==> src/rtl/wb_pkg.sv <==
// Shared Wishbone bus defaults and the arbiter state encoding.
package wb_pkg;

  localparam int WB_ADDR_WIDTH = 32;
  localparam int WB_DATA_WIDTH = 128;
  localparam int WB_SEL_WIDTH  = WB_DATA_WIDTH / 8;

  typedef enum logic [1:0] {
    IDLE  = 2'd0,
    GRANT = 2'd1,
    ABORT = 2'd2
  } arb_state_e;

endpackage : wb_pkg

==> src/rtl/rr_pick.sv <==
// Rotating-priority picker: one-hot first requester at or after ptr_i, wrapping.
module rr_pick #(
  parameter int N = 2
) (
  input  logic [N-1:0]                         req_i,
  input  logic [((N > 1) ? $clog2(N) : 1)-1:0] ptr_i,
  output logic [N-1:0]                         pick_o,
  output logic                                 valid_o
);

  localparam int PTR_W = (N > 1) ? $clog2(N) : 1;

  logic [PTR_W:0] idx;

  // NOTE: every variable assigned in a combinational block gets a default
  // first, so no path leaves it holding its old value (which would be a latch).
  always_comb begin
    pick_o  = '0;
    valid_o = 1'b0;
    idx     = '0;
    for (int i = 0; i < N; i++) begin
      idx = {1'b0, ptr_i} + (PTR_W + 1)'(i);
      if (idx >= (PTR_W + 1)'(N)) idx = idx - (PTR_W + 1)'(N);
      if (!valid_o && req_i[idx[PTR_W-1:0]]) begin
        pick_o[idx[PTR_W-1:0]] = 1'b1;
        valid_o                = 1'b1;
      end
    end
  end

endmodule : rr_pick

==> src/rtl/wb_rr_arbiter.sv <==
// Round-robin Wishbone B4 classic arbiter: grant held for a whole cyc tenure,
// watchdog aborts a hung slave with err.
module wb_rr_arbiter #(
  parameter int NUM_MASTERS = 2,
  parameter int DATA_WIDTH  = wb_pkg::WB_DATA_WIDTH,
  parameter int ADDR_WIDTH  = wb_pkg::WB_ADDR_WIDTH,
  parameter int SEL_WIDTH   = DATA_WIDTH / 8,
  parameter int TIMEOUT     = 255
) (
  input  logic                              clk,
  input  logic                              rst,
  input  logic [NUM_MASTERS-1:0]            m_cyc_i,
  input  logic [NUM_MASTERS-1:0]            m_stb_i,
  input  logic [NUM_MASTERS-1:0]            m_we_i,
  input  logic [NUM_MASTERS*ADDR_WIDTH-1:0] m_adr_i,
  input  logic [NUM_MASTERS*DATA_WIDTH-1:0] m_dat_i,
  input  logic [NUM_MASTERS*SEL_WIDTH-1:0]  m_sel_i,
  output logic [DATA_WIDTH-1:0]             m_dat_o,
  output logic [NUM_MASTERS-1:0]            m_ack_o,
  output logic [NUM_MASTERS-1:0]            m_err_o,
  output logic [NUM_MASTERS-1:0]            m_rty_o,
  output logic                              s_cyc_o,
  output logic                              s_stb_o,
  output logic                              s_we_o,
  output logic [ADDR_WIDTH-1:0]             s_adr_o,
  output logic [DATA_WIDTH-1:0]             s_dat_o,
  output logic [SEL_WIDTH-1:0]              s_sel_o,
  input  logic [DATA_WIDTH-1:0]             s_dat_i,
  input  logic                              s_ack_i,
  input  logic                              s_err_i,
  input  logic                              s_rty_i,
  output logic [NUM_MASTERS-1:0]            grant_o,
  output logic                              timeout_o
);

  import wb_pkg::*;

  localparam int PTR_W = (NUM_MASTERS > 1) ? $clog2(NUM_MASTERS) : 1;
  localparam int WD_W  = (TIMEOUT > 0) ? $clog2(TIMEOUT + 1) : 1;

  arb_state_e             state_q, state_d;
  logic [NUM_MASTERS-1:0] grant_q, grant_d;
  logic [PTR_W-1:0]       ptr_q, ptr_d;
  logic [WD_W-1:0]        wdog_q, wdog_d;

  logic [NUM_MASTERS-1:0] pick;
  logic                   pick_valid;
  logic [PTR_W-1:0]       grant_idx, next_ptr;
  logic                   g_cyc, g_stb, g_we, in_grant, s_term, stalled;

  rr_pick #(.N(NUM_MASTERS)) u_pick (
    .req_i   (m_cyc_i),
    .ptr_i   (ptr_q),
    .pick_o  (pick),
    .valid_o (pick_valid)
  );

  // AND-OR mux over the one-hot grant: everything reads zero while idle.
  always_comb begin
    g_cyc     = 1'b0;
    g_stb     = 1'b0;
    g_we      = 1'b0;
    grant_idx = '0;
    s_adr_o   = '0;
    s_dat_o   = '0;
    s_sel_o   = '0;
    for (int k = 0; k < NUM_MASTERS; k++) begin
      if (grant_q[k]) begin
        g_cyc     |= m_cyc_i[k];
        g_stb     |= m_stb_i[k];
        g_we      |= m_we_i[k];
        grant_idx |= PTR_W'(k);
        s_adr_o   |= m_adr_i[k*ADDR_WIDTH +: ADDR_WIDTH];
        s_dat_o   |= m_dat_i[k*DATA_WIDTH +: DATA_WIDTH];
        s_sel_o   |= m_sel_i[k*SEL_WIDTH +: SEL_WIDTH];
      end
    end
  end

  assign in_grant  = (state_q == GRANT);
  assign s_cyc_o   = in_grant & g_cyc;
  assign s_stb_o   = in_grant & g_cyc & g_stb;
  assign s_we_o    = g_we;
  assign s_term    = s_ack_i | s_err_i | s_rty_i;
  assign stalled   = s_stb_o & ~s_term;
  assign m_dat_o   = s_dat_i;
  assign grant_o   = grant_q;
  assign timeout_o = (state_q == ABORT);
  assign next_ptr  = (grant_idx == PTR_W'(NUM_MASTERS - 1)) ? '0 : grant_idx + PTR_W'(1);

  // Slave terminations reach only the granted master, and never during ABORT.
  assign m_ack_o = in_grant ? (grant_q & {NUM_MASTERS{s_ack_i}}) : '0;
  assign m_rty_o = in_grant ? (grant_q & {NUM_MASTERS{s_rty_i}}) : '0;
  assign m_err_o = in_grant  ? (grant_q & {NUM_MASTERS{s_err_i}}) :
                   timeout_o ? grant_q : '0;

  always_comb begin
    state_d = state_q;
    grant_d = grant_q;
    ptr_d   = ptr_q;
    wdog_d  = '0;
    case (state_q)
      IDLE: begin
        if (pick_valid) begin
          grant_d = pick;
          state_d = GRANT;
        end
      end
      GRANT: begin
        if (!g_cyc) begin
          state_d = IDLE;
          grant_d = '0;
          ptr_d   = next_ptr;
        end else if (stalled) begin
          wdog_d = wdog_q + WD_W'(1);
          if (TIMEOUT > 0 && wdog_q == WD_W'(TIMEOUT - 1)) state_d = ABORT;
        end
      end
      ABORT: begin
        state_d = IDLE;
        grant_d = '0;
        ptr_d   = next_ptr;
      end
      default: begin
        state_d = IDLE;
        grant_d = '0;
      end
    endcase
  end

  // NOTE: state registers use non-blocking assignments so every flop samples
  // the pre-edge values regardless of statement order; all control flops are
  // reset since their value right after reset is architecturally visible.
  always_ff @(posedge clk or posedge rst) begin
    if (rst) begin
      state_q <= IDLE;
      grant_q <= '0;
      ptr_q   <= '0;
      wdog_q  <= '0;
    end else begin
      state_q <= state_d;
      grant_q <= grant_d;
      ptr_q   <= ptr_d;
      wdog_q  <= wdog_d;
    end
  end

endmodule : wb_rr_arbiter

==> config.mk <==
export PLATFORM = sky130hd
export DESIGN_NAME = wb_rr_arbiter
export DESIGN_NICKNAME = d
export VERILOG_FILES = /design/src/rtl/wb_pkg.sv /design/src/rtl/rr_pick.sv /design/src/rtl/wb_rr_arbiter.sv
export SDC_FILE = /design/constraint.sdc
export NUM_CORES = 1
export LEC_CHECK = 0
export ABC_AREA = 1
export BUFFER_PORTS_ARGS = -buffer_cell sky130_fd_sc_hd__buf_2
export CAP_MARGIN = 20
export CORE_AREA = 4 4 310 312
export DETAILED_ROUTE_END_ITERATION = 12
export DIE_AREA = 0 0 314 316
export PLACE_DENSITY_LB_ADDON = 0.08
export SLEW_MARGIN = 25
export SYNTH_ARGS = -nofsm -noshare
export SYNTH_HDL_FRONTEND = slang
export SYNTH_SLANG_ARGS = --single-unit
==> constraint.sdc <==
create_clock -name clk -period 3.73 [get_ports clk]
set_clock_uncertainty 0.2 [all_clocks]
set_input_delay 0.5595 -clock clk [delete_from_list [all_inputs] [get_ports clk]]
set_output_delay 0.5595 -clock clk [all_outputs]
set_load 0.01 [all_outputs]
==> results.py <==
metrics = {
    "routing": {
        "drt_iter0_drc": 229,
        "routed_wl_mm": 39.2,
        "wire_per_inst_um": 18.6,
        "first_pass_iters": 4,
        "drtAntennaViolNets": 0,
        "via_per_inst": 2.54,
        "vias": 5348,
        "drc": 0,
    },
    "clock_network": {
        "hold_buffers": 0,
        "cts_tree": "yes",
        "clk_pin_slew_worst_paths_ps": 50,
        "clockBufferDepth": 2,
        "clock_latency_ps": 240,
        "cts_setup_buffers": 0,
        "cts_buffers": 3,
        "cts-root-buf": "clkbuf_16",
        "cts_sinks": 13,
        "cts_resized": 0,
        "cts_max_level": 1,
    },
    "yosys": {
        "yosys.area_share.adder_pct": 0.716,
        "yosysMostFrequentCell": "a22o_1",
        "yosys-top-cells-count": "177 x a22o_1, 131 x buf_4, 27 x nand2_1",
        "netlist_area_um2": 3500,
        "synth.avg_cell_area_um2": 7.79,
        "yosysTopAreaCell": "a22o_1",
        "synthSimpleGateAreaFrac_pct": 9.02,
        "syn_inst": 449,
        "synth_seq_cells": 13,
        "ys_types": 23,
        "synth_top_family_by_area": "compound AO/OA/AOI/OAI gates",
        "synth_xor_area_share_pct": 1.00,
        "synth_top_area_share_pct": 44.3,
        "ys_top_cells_by_area": "a22o_1 44%, buf_4 28%, dfrtp_1 9.3%, buf_2 3.7%, nand2_1 2.9%",
        "yosys_warnings": 0,
        "synth_edf_count": 0,
        "syn_nets": 942,
        "muxShareOfSynthArea_pct": 0,
        "ys.flop_type": "dfrtp_1",
        "ys_seq_area_share_pct": 9.30,
        "async_flop_share_pct": 100,
        "synth_compound_area_share_pct": 44.8,
    },
    "setup_path": {
        "crit_path_max_incr_delay_ps": 860,
        "critPathKind": "flop to primary output",
        "cp_max_fo": 42,
        "path_cells": "buf_12, a22o_1, buf_2",
        "worstPathRequired_ps": 2970,
        "cp_slowest_cell": "dfrtp_4",
        "cpLargestDelayFamily": "flip-flops",
        "worst-path-buf-inv": 2,
        "cp.arrival_ps": 2060,
        "worstSetupStartpointType": "flop",
        "end_kind": "primary output",
    },
    "power_and_ir_drop": {
        "power_mw": 3.80,
        "pwr_density_cell_nw_per_um2": 551,
        "p_sw_share_pct": 56.6,
        "static-leakage-power_nw": 3.53,
        "combPwrFrac_pct": 85.6,
        "p_sw_mw": 2.15,
        "vdd_drop_max_uv": 175,
        "seqPwrFrac_pct": 9.0,
        "clkPwrFrac_pct": 5.4,
        "p_int_mw": 1.65,
    },
    "floorplanning": {
        "die-width_um": 314,
        "core_um2": 93000,
        "design.portCount": 807,
        "dieArea_um2": 99200,
        "die_h_um": 316,
        "start_util_pct": 3.76,
        "row_count": 112,
    },
    "outcome": {
        "status": "finished clean",
    },
    "sta": {
        "slew_headroom_pct": 53.5,
        "fin_ws_ps": 914,
        "tns_ps": 0,
        "fin_crit_sh_pct": 75.5,
        "layout_min_cycle_time_ps": 2820,
        "max_freq_mhz": 355,
        "rsz0062_at_grt": "false",
        "hold_viol_final": 0,
        "slew_viol_final": 0,
        "setup_viol": 0,
        "tightestPinTransition_ps": 698,
    },
    "finish": {
        "area_delta_synth_final_pct": 97.4,
        "instances_no_fill": 2105,
        "stdcell_area_um2": 6900,
        "nNetsFinal": 1338,
        "drive_gt1_share_pct": 68.2,
    },
    "min_path": {
        "min_path_type": "input port to async pin",
    },
    "place": {
        "routabilityCongestion": 0.889,
        "post-dp-hpwl_mm": 34.5,
        "dpl_worst_slack_ps": 998,
        "dp_cells": 2094,
        "portBuffers": 550,
        "placed_area_um2": 6810,
    },
    "global_route": {
        "antenna_found_initial": 24,
        "grt_max_degree": 53,
        "grt_pass1_wl_mm": 49.8,
        "track_usage_pct": 7.21,
        "grt.overflow.total": 0,
        "grt_pass1_vias": 5834,
    },
    "flow_run": {
        "maxCapViolCount": 0,
    },
}
## power groups by stage
stage | clock (mW) | combinational [mW] | sequential [mW]
after floorplan | 0 | 1.88 | 0.177
after global placement | 0 | 3.44 | 0.362
after detailed placement | 0 | 3.38 | 0.365
after CTS | 0.216 | 3.41 | 0.362
after global routing | 0.223 | 3.56 | 0.368
final | 0.206 | 3.25 | 0.341
## cells in the final DEF (no fill, tap or decap)
cell and n:
a22o_1 177, a31oi_1 1, buf_12 5, buf_2 550, buf_4 5, clkbuf_16 3
clkinv_2 1, dfrtp_1 11, dfrtp_4 2, diode_2 7, ha_1 2, inv_1 18
inv_2 1, nand2_1 27, nand2_2 1, nand2_4 2, nand3_1 5, nand3_2 1
nor2_1 15, nor2_4 1, nor2_8 1, nor3_1 6, nor3_2 2, nor3b_2 1
o21ai_0 2, xnor2_1 3, xor2_1 1
## layout make-up
type	instances	area, um2
Tap cell	1254	1570
Timing Repair Buffer	560	2890
Fill cell	11114	86100
Antenna cell	7	17.5
Sequential cell	13	333
Inverter	19	71.3
Multi-Input combinational cell	248	1940
Clock buffer	3	75.1
Clock inverter	1	5.00
## registers in the layout (all words and copies together) (netlist names)
name,count
wdog_q,8
state_q,2
ptr_q,1
grant_o,2
## kinds of logic after synthesis
| group | after synthesis |
|---|---|
| AOI/OAI and AO/OA | 180 |
| xor gates and xnor gates | 4 |
| adders and majority gates | 2 |
| buffers and inverters | 188 |
| DFF | 13 |
| and+or+nand+nor | 62 |
## worst register-to-register path, cell delays in order, from the launching register on
cell and delay [ps]:
dfrtp_4 860, buf_12 300, nand2_1 110, nand2_2 100, nand2_4 80, nor2_8 120, nand2_4 110, nor3_2 180
## metal layers
layer  part of all wire, %  wire (um)  track usage [%]
met1                    34      13200             7.08
met2                    49      19200             13.1
met3                    16       6160             4.69
met4                   1.1        436            0.847
met5                  0.27        104                0
## stage by stage
step	hold slack (ps)	util, %
after floorplan	236	-
after global placement	301	7.31
after detailed placement	297	7.31
after CTS	219	7.40
after global routing	245	7.40
final	185	7.42
## path summary, 6_finish.rpt
check / from / end / slack (ps) / depth (start not counted)
setup / recovery: grant_o[1] / s_dat_o[89] / 910 / 3
hold / removal: rst / wdog_q[2] / 180 / 2
setup reg to reg: grant_o[1] / wdog_q[6] / 1600 / 7
hold reg to reg: wdog_q[0] / wdog_q[0] / 290 / 1
max in group asynchronous: rst / grant_o[1] / 2680 / 2
min in group clk: wdog_q[0] / wdog_q[0] / 290 / 1
Power figures use the tool's default switching activity.
